`config.mk`:
```
export PLATFORM = sky130hd
export DESIGN_NAME = cva6_hpdcache_st_amo_adapter_flat
export DESIGN_NICKNAME = d
export VERILOG_FILES = /design/src/rtl/cva6_hpdcache_st_amo_adapter_pkg.sv /design/src/rtl/cva6_hpdcache_st_amo_adapter_if.sv /design/src/rtl/cva6_hpdcache_st_amo_adapter_fifo.sv /design/src/rtl/cva6_hpdcache_st_amo_adapter.sv /design/src/flat_wrapper.sv
export SDC_FILE = /design/constraint.sdc
export NUM_CORES = 1
export LEC_CHECK = 0
export BUFFER_PORTS_ARGS = -buffer_cell sky130_fd_sc_hd__clkbuf_2
export CAP_MARGIN = 15
export CORE_MARGIN = 4
export CORE_UTILIZATION = 44
export DETAILED_ROUTE_END_ITERATION = 8
export PLACE_DENSITY = 0.67
export SYNTH_ARGS = -nofsm -noshare
export SYNTH_HDL_FRONTEND = slang
export SYNTH_SLANG_ARGS = --single-unit
```
`constraint.sdc`:
```
create_clock -name clk_i -period 7.29 [get_ports clk_i]
set_input_delay 0.3645 -clock clk_i [delete_from_list [all_inputs] [get_ports clk_i]]
set_output_delay 0.3645 -clock clk_i [all_outputs]
set_load 0.005 [all_outputs]
```
`src/rtl/cva6_hpdcache_st_amo_adapter_pkg.sv`:
```
// Shared types and helpers for the CVA6 store/AMO to HPDcache adapter.
package cva6_hpdcache_adapter_pkg;

   // Widest physical address a FIFO entry can carry; narrower addresses are zero-extended
   localparam int unsigned PA_MAX_W = 64;

   typedef enum logic [3:0] {
      AMO_NONE = 4'b0000,
      AMO_LR   = 4'b0001,
      AMO_SC   = 4'b0010,
      AMO_SWAP = 4'b0011,
      AMO_ADD  = 4'b0100,
      AMO_AND  = 4'b0101,
      AMO_OR   = 4'b0110,
      AMO_XOR  = 4'b0111,
      AMO_MAX  = 4'b1000,
      AMO_MAXU = 4'b1001,
      AMO_MIN  = 4'b1010,
      AMO_MINU = 4'b1011,
      AMO_CAS1 = 4'b1100,
      AMO_CAS2 = 4'b1101
   } amo_t;

   typedef enum logic [3:0] {
      HPDCACHE_REQ_LOAD     = 4'h0,
      HPDCACHE_REQ_STORE    = 4'h1,
      HPDCACHE_REQ_AMO_LR   = 4'h4,
      HPDCACHE_REQ_AMO_SC   = 4'h5,
      HPDCACHE_REQ_AMO_SWAP = 4'h6,
      HPDCACHE_REQ_AMO_ADD  = 4'h7,
      HPDCACHE_REQ_AMO_AND  = 4'h8,
      HPDCACHE_REQ_AMO_OR   = 4'h9,
      HPDCACHE_REQ_AMO_XOR  = 4'ha,
      HPDCACHE_REQ_AMO_MAX  = 4'hb,
      HPDCACHE_REQ_AMO_MAXU = 4'hc,
      HPDCACHE_REQ_AMO_MIN  = 4'hd,
      HPDCACHE_REQ_AMO_MINU = 4'he
   } hpdcache_req_op_t;

   typedef enum logic [2:0] {
      ST_IDLE  = 3'd0,
      ST_DRAIN = 3'd1,
      ST_ISSUE = 3'd2,
      ST_WAIT  = 3'd3,
      ST_ACK   = 3'd4
   } fsm_state_t;

   typedef struct packed {
      logic [PA_MAX_W-1:0] addr;
      logic [63:0]         wdata;
      logic [7:0]          be;
      logic [1:0]          size;
      logic                uc;
   } st_entry_t;

   typedef struct packed {
      logic             valid;
      hpdcache_req_op_t op;
   } amo_map_t;

   // Core AMO opcode to cache opcode; valid is low for ops the cache cannot execute
   function automatic amo_map_t amo_to_req_op(amo_t op);
      amo_map_t m;
      m.valid = 1'b1;
      m.op    = HPDCACHE_REQ_LOAD;
      case (op)
         AMO_LR:   m.op = HPDCACHE_REQ_AMO_LR;
         AMO_SC:   m.op = HPDCACHE_REQ_AMO_SC;
         AMO_SWAP: m.op = HPDCACHE_REQ_AMO_SWAP;
         AMO_ADD:  m.op = HPDCACHE_REQ_AMO_ADD;
         AMO_AND:  m.op = HPDCACHE_REQ_AMO_AND;
         AMO_OR:   m.op = HPDCACHE_REQ_AMO_OR;
         AMO_XOR:  m.op = HPDCACHE_REQ_AMO_XOR;
         AMO_MAX:  m.op = HPDCACHE_REQ_AMO_MAX;
         AMO_MAXU: m.op = HPDCACHE_REQ_AMO_MAXU;
         AMO_MIN:  m.op = HPDCACHE_REQ_AMO_MIN;
         AMO_MINU: m.op = HPDCACHE_REQ_AMO_MINU;
         default:  m.valid = 1'b0;
      endcase
      return m;
   endfunction

   // All-ones transaction ID reserved for the single outstanding AMO
   function automatic logic [63:0] AMO_TID_ALL_ONES(int unsigned tid_w);
      return (tid_w >= 64) ? '1 : ((64'd1 << tid_w) - 64'd1);
   endfunction

endpackage

```
`src/rtl/cva6_hpdcache_st_amo_adapter_if.sv`:
```
// HPDcache request/response port bundle seen by the store/AMO adapter.
interface cva6_hpdcache_st_amo_adapter_if
   import cva6_hpdcache_adapter_pkg::*;
#(
   parameter int unsigned ADDR_W   = 56,
   parameter int unsigned OFFSET_W = 12,
   parameter int unsigned SID_W    = 3,
   parameter int unsigned TID_W    = 6
);
   logic                       req_valid;
   logic                       req_ready;
   hpdcache_req_op_t           req_op;
   logic [OFFSET_W-1:0]        req_addr_offset;
   logic [ADDR_W-OFFSET_W-1:0] req_addr_tag;
   logic [63:0]                req_wdata;
   logic [7:0]                 req_be;
   logic [2:0]                 req_size;
   logic [SID_W-1:0]           req_sid;
   logic [TID_W-1:0]           req_tid;
   logic                       req_need_rsp;
   logic                       req_uc;
   logic                       rsp_valid;
   logic [TID_W-1:0]           rsp_tid;
   logic [63:0]                rsp_rdata;

   modport master (
      output req_valid, req_op, req_addr_offset, req_addr_tag, req_wdata, req_be,
             req_size, req_sid, req_tid, req_need_rsp, req_uc,
      input  req_ready, rsp_valid, rsp_tid, rsp_rdata
   );

   modport slave (
      input  req_valid, req_op, req_addr_offset, req_addr_tag, req_wdata, req_be,
             req_size, req_sid, req_tid, req_need_rsp, req_uc,
      output req_ready, rsp_valid, rsp_tid, rsp_rdata
   );
endinterface

```
`src/rtl/cva6_hpdcache_st_amo_adapter_fifo.sv`:
```
// Generic registered FIFO with registered full flag and occupancy count.
module hpdcache_adapter_fifo #(
   parameter int unsigned DEPTH = 4,
   parameter type         T     = logic,
   localparam int unsigned PTR_W = $clog2(DEPTH),
   localparam int unsigned CNT_W = PTR_W + 1
) (
   input  logic             clk_i,
   input  logic             rst_i,
   input  logic             push_i,
   input  T                 data_i,
   input  logic             pop_i,
   output T                 data_o,
   output logic             full_o,
   output logic             empty_o,
   output logic [CNT_W-1:0] count_o
);
   T                 mem [DEPTH];
   logic [PTR_W-1:0] wr_ptr_q, rd_ptr_q;
   logic [CNT_W-1:0] count_q, count_d;
   logic             full_q;

   assign count_d = count_q + CNT_W'(push_i) - CNT_W'(pop_i);
   assign data_o  = mem[rd_ptr_q];
   assign full_o  = full_q;
   assign empty_o = (count_q == '0);
   assign count_o = count_q;

   // Pointer, occupancy and full-flag bookkeeping; pointers wrap naturally at DEPTH
   always_ff @(posedge clk_i or posedge rst_i) begin
      if (rst_i) begin
         wr_ptr_q <= '0;
         rd_ptr_q <= '0;
         count_q  <= '0;
         full_q   <= 1'b0;
      end else begin
         if (push_i) wr_ptr_q <= wr_ptr_q + PTR_W'(1);
         if (pop_i)  rd_ptr_q <= rd_ptr_q + PTR_W'(1);
         count_q <= count_d;
         full_q  <= (count_d == CNT_W'(DEPTH));
      end
   end

   // Entry storage; contents are only meaningful below the occupancy count, so no reset
   always_ff @(posedge clk_i) begin
      if (push_i) mem[wr_ptr_q] <= data_i;
   end
endmodule

```
`src/rtl/cva6_hpdcache_st_amo_adapter.sv`:
```
// Buffered store / AMO adapter from the CVA6 store unit to the HPDcache request port.
module cva6_hpdcache_st_amo_adapter
   import cva6_hpdcache_adapter_pkg::*;
#(
   parameter int unsigned XLEN     = 64,
   parameter int unsigned ADDR_W   = 56,
   parameter int unsigned OFFSET_W = 12,
   parameter int unsigned SID_W    = 3,
   parameter int unsigned TID_W    = 6,
   parameter int unsigned ST_DEPTH = 4
) (
   input  logic              clk_i,
   input  logic              rst_i,
   input  logic [SID_W-1:0]  sid_i,
   input  logic              st_req_i,
   output logic              st_gnt_o,
   input  logic [ADDR_W-1:0] st_addr_i,
   input  logic [63:0]       st_wdata_i,
   input  logic [7:0]        st_be_i,
   input  logic [1:0]        st_size_i,
   input  logic              st_uc_i,
   input  logic              amo_req_i,
   input  amo_t              amo_op_i,
   input  logic [1:0]        amo_size_i,
   input  logic [ADDR_W-1:0] amo_addr_i,
   input  logic [XLEN-1:0]   amo_operand_i,
   input  logic              amo_uc_i,
   output logic              amo_ack_o,
   output logic [XLEN-1:0]   amo_result_o,
   cva6_hpdcache_st_amo_adapter_if.master hp
);
   localparam logic [TID_W-1:0] AMO_TID = TID_W'(AMO_TID_ALL_ONES(TID_W));

   fsm_state_t            state_q, state_d;
   st_entry_t             st_in, st_head;
   logic                  fifo_full, fifo_empty, fifo_push, fifo_pop;
   logic [$clog2(ST_DEPTH):0] unused_st_count;
   logic                  st_sel, rsp_hit, amo_dbl;
   amo_map_t              amo_map;
   logic signed [31:0]    rsp_word;
   logic signed [63:0]    rsp_word_sext;
   logic [63:0]           rsp_val;
   logic [XLEN-1:0]       result_q;

   assign st_in = '{addr: PA_MAX_W'(st_addr_i), wdata: st_wdata_i, be: st_be_i,
                    size: st_size_i, uc: st_uc_i};

   // A pending AMO blocks new stores so nothing younger can overtake it
   assign st_gnt_o  = st_req_i & ~fifo_full & (state_q == ST_IDLE) & ~amo_req_i;
   assign fifo_push = st_gnt_o;
   assign st_sel    = ~fifo_empty & ((state_q == ST_IDLE) | (state_q == ST_DRAIN));
   assign fifo_pop  = st_sel & hp.req_ready;

   hpdcache_adapter_fifo #(
      .DEPTH (ST_DEPTH),
      .T     (st_entry_t)
   ) i_st_fifo (
      .clk_i   (clk_i),
      .rst_i   (rst_i),
      .push_i  (fifo_push),
      .data_i  (st_in),
      .pop_i   (fifo_pop),
      .data_o  (st_head),
      .full_o  (fifo_full),
      .empty_o (fifo_empty),
      .count_o (unused_st_count)
   );

   if (ADDR_W < PA_MAX_W) begin : g_addr_pad
      logic unused_addr_pad;
      assign unused_addr_pad = ^st_head.addr[PA_MAX_W-1:ADDR_W];
   end

   assign amo_map = amo_to_req_op(amo_op_i);
   assign amo_dbl = (XLEN == 64) && (amo_size_i == 2'b11);
   assign rsp_hit = hp.rsp_valid && (hp.rsp_tid == AMO_TID);

   // Word results come from the lane picked by addr[2] and are sign-extended
   assign rsp_word      = amo_addr_i[2] ? hp.rsp_rdata[63:32] : hp.rsp_rdata[31:0];
   assign rsp_word_sext = rsp_word;
   assign rsp_val       = amo_dbl ? hp.rsp_rdata : rsp_word_sext;

   // FSM state register
   always_ff @(posedge clk_i or posedge rst_i) begin
      if (rst_i) state_q <= ST_IDLE;
      else       state_q <= state_d;
   end

   // FSM next state: drain older stores, issue the AMO, wait for its tagged response
   always_comb begin
      state_d = state_q;
      case (state_q)
         ST_IDLE:  if (amo_req_i)   state_d = ST_DRAIN;
         ST_DRAIN: if (fifo_empty)  state_d = amo_map.valid ? ST_ISSUE : ST_ACK;
         ST_ISSUE: if (hp.req_ready) state_d = ST_WAIT;
         ST_WAIT:  if (rsp_hit)     state_d = ST_ACK;
         ST_ACK:                    state_d = ST_IDLE;
         default:                   state_d = ST_IDLE;
      endcase
   end

   // FSM outputs: FIFO head in IDLE/DRAIN, the AMO in ISSUE, otherwise idle zeros
   always_comb begin
      hp.req_valid       = 1'b0;
      hp.req_op          = HPDCACHE_REQ_LOAD;
      hp.req_addr_offset = '0;
      hp.req_addr_tag    = '0;
      hp.req_wdata       = '0;
      hp.req_be          = '0;
      hp.req_size        = '0;
      hp.req_sid         = '0;
      hp.req_tid         = '0;
      hp.req_need_rsp    = 1'b0;
      hp.req_uc          = 1'b0;
      amo_ack_o          = (state_q == ST_ACK);
      if (st_sel) begin
         hp.req_valid       = 1'b1;
         hp.req_op          = HPDCACHE_REQ_STORE;
         hp.req_addr_offset = st_head.addr[OFFSET_W-1:0];
         hp.req_addr_tag    = st_head.addr[ADDR_W-1:OFFSET_W];
         hp.req_wdata       = st_head.wdata;
         hp.req_be          = st_head.be;
         hp.req_size        = {1'b0, st_head.size};
         hp.req_sid         = sid_i;
         hp.req_uc          = st_head.uc;
      end else if (state_q == ST_ISSUE) begin
         hp.req_valid       = 1'b1;
         hp.req_op          = amo_map.op;
         hp.req_addr_offset = amo_addr_i[OFFSET_W-1:0];
         hp.req_addr_tag    = amo_addr_i[ADDR_W-1:OFFSET_W];
         hp.req_wdata       = amo_dbl ? 64'(amo_operand_i) : {2{amo_operand_i[31:0]}};
         hp.req_be          = amo_dbl ? 8'hFF : (amo_addr_i[2] ? 8'hF0 : 8'h0F);
         hp.req_size        = {1'b0, amo_size_i};
         hp.req_sid         = sid_i;
         hp.req_tid         = AMO_TID;
         hp.req_need_rsp    = 1'b1;
         hp.req_uc          = amo_uc_i;
      end
   end

   // AMO result capture; unsupported ops complete with a zero result
   always_ff @(posedge clk_i or posedge rst_i) begin
      if (rst_i) begin
         result_q <= '0;
      end else if ((state_q == ST_WAIT) && rsp_hit) begin
         result_q <= rsp_val[XLEN-1:0];
      end else if ((state_q == ST_DRAIN) && fifo_empty && !amo_map.valid) begin
         result_q <= '0;
      end
   end

   assign amo_result_o = result_q;
endmodule

```
`src/flat_wrapper.sv`:
```
// flat-port wrapper written by rule: the top's interface ports become plain ports
module cva6_hpdcache_st_amo_adapter_flat import cva6_hpdcache_adapter_pkg::*;
#(
   parameter int unsigned XLEN     = 64,
   parameter int unsigned ADDR_W   = 56,
   parameter int unsigned OFFSET_W = 12,
   parameter int unsigned SID_W    = 3,
   parameter int unsigned TID_W    = 6,
   parameter int unsigned ST_DEPTH = 4
)
  (clk_i, rst_i, sid_i, st_req_i, st_gnt_o, st_addr_i, st_wdata_i, st_be_i, st_size_i, st_uc_i, amo_req_i, amo_op_i, amo_size_i, amo_addr_i, amo_operand_i, amo_uc_i, amo_ack_o, amo_result_o, hp_req_valid, hp_req_op, hp_req_addr_offset, hp_req_addr_tag, hp_req_wdata, hp_req_be, hp_req_size, hp_req_sid, hp_req_tid, hp_req_need_rsp, hp_req_uc, hp_req_ready, hp_rsp_valid, hp_rsp_tid, hp_rsp_rdata);
  cva6_hpdcache_st_amo_adapter_if #(.ADDR_W(ADDR_W), .OFFSET_W(OFFSET_W), .SID_W(SID_W), .TID_W(TID_W)) hp_i ();
  input  logic clk_i;
  input  logic rst_i;
  input  logic [SID_W-1:0] sid_i;
  input  logic st_req_i;
  output logic st_gnt_o;
  input  logic [ADDR_W-1:0] st_addr_i;
  input  logic [63:0] st_wdata_i;
  input  logic [7:0] st_be_i;
  input  logic [1:0] st_size_i;
  input  logic st_uc_i;
  input  logic amo_req_i;
  input  amo_t amo_op_i;
  input  logic [1:0] amo_size_i;
  input  logic [ADDR_W-1:0] amo_addr_i;
  input  logic [XLEN-1:0] amo_operand_i;
  input  logic amo_uc_i;
  output logic amo_ack_o;
  output logic [XLEN-1:0] amo_result_o;
  output wire logic [$bits(hp_i.req_valid)-1:0] hp_req_valid;
  output wire logic [$bits(hp_i.req_op)-1:0] hp_req_op;
  output wire logic [$bits(hp_i.req_addr_offset)-1:0] hp_req_addr_offset;
  output wire logic [$bits(hp_i.req_addr_tag)-1:0] hp_req_addr_tag;
  output wire logic [$bits(hp_i.req_wdata)-1:0] hp_req_wdata;
  output wire logic [$bits(hp_i.req_be)-1:0] hp_req_be;
  output wire logic [$bits(hp_i.req_size)-1:0] hp_req_size;
  output wire logic [$bits(hp_i.req_sid)-1:0] hp_req_sid;
  output wire logic [$bits(hp_i.req_tid)-1:0] hp_req_tid;
  output wire logic [$bits(hp_i.req_need_rsp)-1:0] hp_req_need_rsp;
  output wire logic [$bits(hp_i.req_uc)-1:0] hp_req_uc;
  input wire logic [$bits(hp_i.req_ready)-1:0] hp_req_ready;
  input wire logic [$bits(hp_i.rsp_valid)-1:0] hp_rsp_valid;
  input wire logic [$bits(hp_i.rsp_tid)-1:0] hp_rsp_tid;
  input wire logic [$bits(hp_i.rsp_rdata)-1:0] hp_rsp_rdata;
  assign hp_req_valid = hp_i.req_valid;
  assign hp_req_op = hp_i.req_op;
  assign hp_req_addr_offset = hp_i.req_addr_offset;
  assign hp_req_addr_tag = hp_i.req_addr_tag;
  assign hp_req_wdata = hp_i.req_wdata;
  assign hp_req_be = hp_i.req_be;
  assign hp_req_size = hp_i.req_size;
  assign hp_req_sid = hp_i.req_sid;
  assign hp_req_tid = hp_i.req_tid;
  assign hp_req_need_rsp = hp_i.req_need_rsp;
  assign hp_req_uc = hp_i.req_uc;
  assign hp_i.req_ready = hp_req_ready;
  assign hp_i.rsp_valid = hp_rsp_valid;
  assign hp_i.rsp_tid = hp_rsp_tid;
  assign hp_i.rsp_rdata = hp_rsp_rdata;
  cva6_hpdcache_st_amo_adapter #(.XLEN(XLEN), .ADDR_W(ADDR_W), .OFFSET_W(OFFSET_W), .SID_W(SID_W), .TID_W(TID_W), .ST_DEPTH(ST_DEPTH)) u_core (.clk_i(clk_i), .rst_i(rst_i), .sid_i(sid_i), .st_req_i(st_req_i), .st_gnt_o(st_gnt_o), .st_addr_i(st_addr_i), .st_wdata_i(st_wdata_i), .st_be_i(st_be_i), .st_size_i(st_size_i), .st_uc_i(st_uc_i), .amo_req_i(amo_req_i), .amo_op_i(amo_op_i), .amo_size_i(amo_size_i), .amo_addr_i(amo_addr_i), .amo_operand_i(amo_operand_i), .amo_uc_i(amo_uc_i), .amo_ack_o(amo_ack_o), .amo_result_o(amo_result_o), .hp(hp_i));
endmodule
```
==> impl_metrics.env <==
export IMPL_synth_simple_area_share_pct=2.356
export IMPL_cts_tree="yes"
export IMPL_min_delay_path_class="in2async"
export IMPL_finish_net_count=2259
export IMPL_fmax_ghz=0.2464
export IMPL_worstSkewPairLatency_ns=0.62
export IMPL_cts_hold_buf=138
export IMPL_antenna_found_initial=8
export IMPL_muxShareOfSynthArea_pct=14.97
export IMPL_clk_pin_slew_worst_paths_ns=0.06
export IMPL_grt_pass1_wl_um=93980
export IMPL_cts_max_level=2
export IMPL_wl_met2_um=31340
export IMPL_comb_power_share_pct=31.2
export IMPL_p_int_mw=7.246
export IMPL_p_leak_nw=11.96
export IMPL_drv_slew=0
export IMPL_fillers=4192
export IMPL_io_pins=550
export IMPL_postCtsSetupBuffers=0
export IMPL_design_core_area_um2=54030
export IMPL_drv_cap=0
export IMPL_start_util_pct=44.53
export IMPL_worstSetupPathType="reg2out"
export IMPL_synthesis_area_um2=24060
export IMPL_outcome="completed"
export IMPL_synth_ff_type="edfxtp_1"
export IMPL_grt_overflow=0
export IMPL_synth_cell_types=41
export IMPL_synthTopCellsByCount="edfxtp_1 (524), mux4_2 (131), a22o_1 (91), dfrtp_1 (75), mux2i_1 (65)"
export IMPL_wl_per_cell_um=23.14
export IMPL_start_kind="flip-flop"
export IMPL_finalHoldViolCount=0
export IMPL_drc=0
export IMPL_async_reset_ff_share_pct=12.52
export IMPL_ys_warn_count=0
export IMPL_dp_cells=2411
export IMPL_first_global_vias=15330
export IMPL_syn_avg_cell_area_um2=19.46
export IMPL_period_share_pct=55.67
export IMPL_seq_area_frac_synth_pct=73.21
export IMPL_wl_um=61810
export IMPL_cts_made_buffers=60
export IMPL_drive_gt1_share_pct=40.98
export IMPL_port_buffers=548
export IMPL_maxSlewHeadroom_pct=33.07
export IMPL_dpl_cell_area_um2=27430
export IMPL_ys_ff_latch=599
export IMPL_synth_cells=1236
export IMPL_finClkSkew_ns=0.01992
export IMPL_highest_layer="met5"
export IMPL_period_needed_ns=4.058
export IMPL_required_ns=6.93
export IMPL_yosys_top_cells_area="edfxtp_1 (65%), mux4_2 (12%), dfrtp_1 (7.8%)"
export IMPL_switchingPower_mw=3.127
export IMPL_chipHeight_um=241.8
export IMPL_cts_sinks=599
export IMPL_root_buffer="clkbuf_16"
export IMPL_synth_most_common_cell="edfxtp_1"
export IMPL_synth_fa_ha_area_share_pct=0.3953
export IMPL_first_iter_violations=842
export IMPL_postRouteAntennaNets=0
export IMPL_pwr_share_clk_pct=29.0
export IMPL_pwr_density_cell_nw_per_um2=337.1
export IMPL_via_count=14510
export IMPL_synth_top_cell_by_area="edfxtp_1"
export IMPL_fin_tns_setup_ns=0
export IMPL_die_w_um=241.8
export IMPL_synth_compound_area_share_pct=6.663
export IMPL_die_area_um2=58480
export IMPL_cp_max_fo=54
export IMPL_synth_edf_count=524
export IMPL_rsz0062_at_grt="false"
export IMPL_dr_pass1_iters=5
export IMPL_crit_path_end_kind="output pin"
export IMPL_yosys_area_top_type_share_pct=65.41
export IMPL_cts_buffer_depth=3
export IMPL_rows=85
export IMPL_tightest_slew_ns=1.004
export IMPL_crit_arrival_ns=3.69
export IMPL_vdd_drop_max_mv=0.2363
export IMPL_cts_resized=0
export IMPL_power_mw=10.37
export IMPL_place_hpwl_um=41050
export IMPL_synth_xor_area_share_pct=0.2184
export IMPL_finalSetupViolations=0
export IMPL_finalInstanceArea_um2=30770
export IMPL_wl_met1_um=24250
export IMPL_wl_met3_um=4171
export IMPL_track_usage_pct=20.70
export IMPL_grt_max_degree=76
export IMPL_syn_nets=1580
export IMPL_p_seq_share_pct=39.8
export IMPL_area_growth_pct=27.91
export IMPL_gp_congestion=0.9579
export IMPL_stdcell_count=2671
export IMPL_switching_share_pct=30.15
export IMPL_via_per_inst=5.431
export IMPL_synth_top_family_by_area="multiplexers"
cell usage in the layout (no fill, tap or decap), types with 3 or more instances in the layout:
cell	count
clkbuf_2	548
mux2i_1	65
o21ai_0	37
clkinv_2	10
dfrtp_1	73
a21oi_1	3
diode_2	8
and2_4	4
dlygate4sd3_1	138
nand4_1	3
clkinv_1	14
clkinv_4	4
buf_4	22
and2_1	4
clkinvlp_4	3
ha_1	6
nor3_1	3
mux4_2	131
clkbuf_16	60
bufinv_16	5
inv_6	3
nand2_1	54
clkbuf_1	11
edfxtp_1	524
nor2_1	35
inv_1	9
o2bb2ai_1	64
a22o_1	91
xnor2_1	4
nand3_1	3
power groups by stage:
stage	logic, mW	registers (mW)	clock network, mW
2_1_floorplan	2.03	4.08	0
3_3_place_gp	3.20	4.20	0
3_5_place_dp	3.22	4.21	0
4_1_cts	3.29	4.14	3.09
5_1_grt	3.51	4.17	3.24
6_report	3.24	4.13	3.00
sequential cells by signal, indices dropped and copies added (netlist names):
name / count
u_core.i_st_fifo.rd_ptr_q: 2
u_core.i_st_fifo.full_o: 1
u_core.i_st_fifo.count_o: 3
u_core.i_st_fifo.wr_ptr_q: 2
u_core.i_st_fifo.mem: 524
u_core.state_q: 3
u_core.amo_result_o: 64
per-layer routing:
metal / up-vias / GRT usage (%)
met5: - / 0
met4: 6 / 7.564
met3: 114 / 4.675
met2: 576 / 35.31
met1: 7349 / 26.19
li1: 6460 / -
area by class of cell:
class	count	area [µm²]	share of cell area, %
flip-flops and latches	599	17620	57.26
multi-input cells	534	5958	19.36
repair buffers	709	4317	14.03
clock buffers	73	1570	5.103
well taps	696	870.8	2.830
clock inverters	41	372.9	1.212
inverters	11	43.79	0.1423
diodes	8	20.02	0.06506
worst paths after layout:
| path | slack (ns) | startpoint | depth (start not counted) | to |
|---|---|---|---|---|
| hold reg to reg | 0.49 | u_core.amo_result_o[18]$_DFFE_PP0P_ | 1 | u_core.amo_result_o[18]$_DFFE_PP0P_ |
| setup reg to reg | 3.73 | u_core.state_q[1]$_DFFE_PP0P_ | 4 | u_core.i_st_fifo.mem[3][4]$_DFFE_PP_ |
| max in group asynchronous | 6.52 | rst_i | 3 | u_core.i_st_fifo.rd_ptr_q[0]$_DFFE_PP0P_ |
| hold / removal | 0.02 | rst_i | 3 | u_core.amo_result_o[5]$_DFFE_PP0P_ |
| min in group clk_i | 0.04 | hp_rsp_rdata[40] | 3 | u_core.amo_result_o[40]$_DFFE_PP0P_ |
| setup / recovery | 3.23 | u_core.state_q[1]$_DFFE_PP0P_ | 8 | hp_req_be[6] |
cell families (layout without fill, tap and decap cells):
kind of cell / Yosys count / count (layout)
xor+xnor: 6 / 6
mux: 196 / 196
other cells: 1 / 9
simple gates: 123 / 123
compound gates: 201 / 201
flops: 599 / 599
fa+ha+maj: 7 / 7
buf+inv: 103 / 834
per-stage QoR:
stage / setup WS [ns] / util, % / hold slack, ns
6_report: 3.232 / 56.96 / 0.01815
3_5_place_dp: 3.683 / 50.77 / 0.4738
2_1_floorplan: 2.404 / - / 0.4634
4_1_cts: 3.154 / 56.92 / 0.00002781
3_3_place_gp: 3.703 / 50.72 / 0.4704
5_1_grt: 2.972 / 56.94 / 0.02103
worst max-delay path, cell delays in order (launching register included):
cell and delay, ns:
dfrtp_1 0.52, inv_1 0.13, or3_1 0.38, buf_4 0.30, inv_4 0.48, buf_4 0.60, o21ai_1 0.30, nand2_1 0.16
clkbuf_2 0.13
No activity file was read; power rests on OpenSTA's default activity.
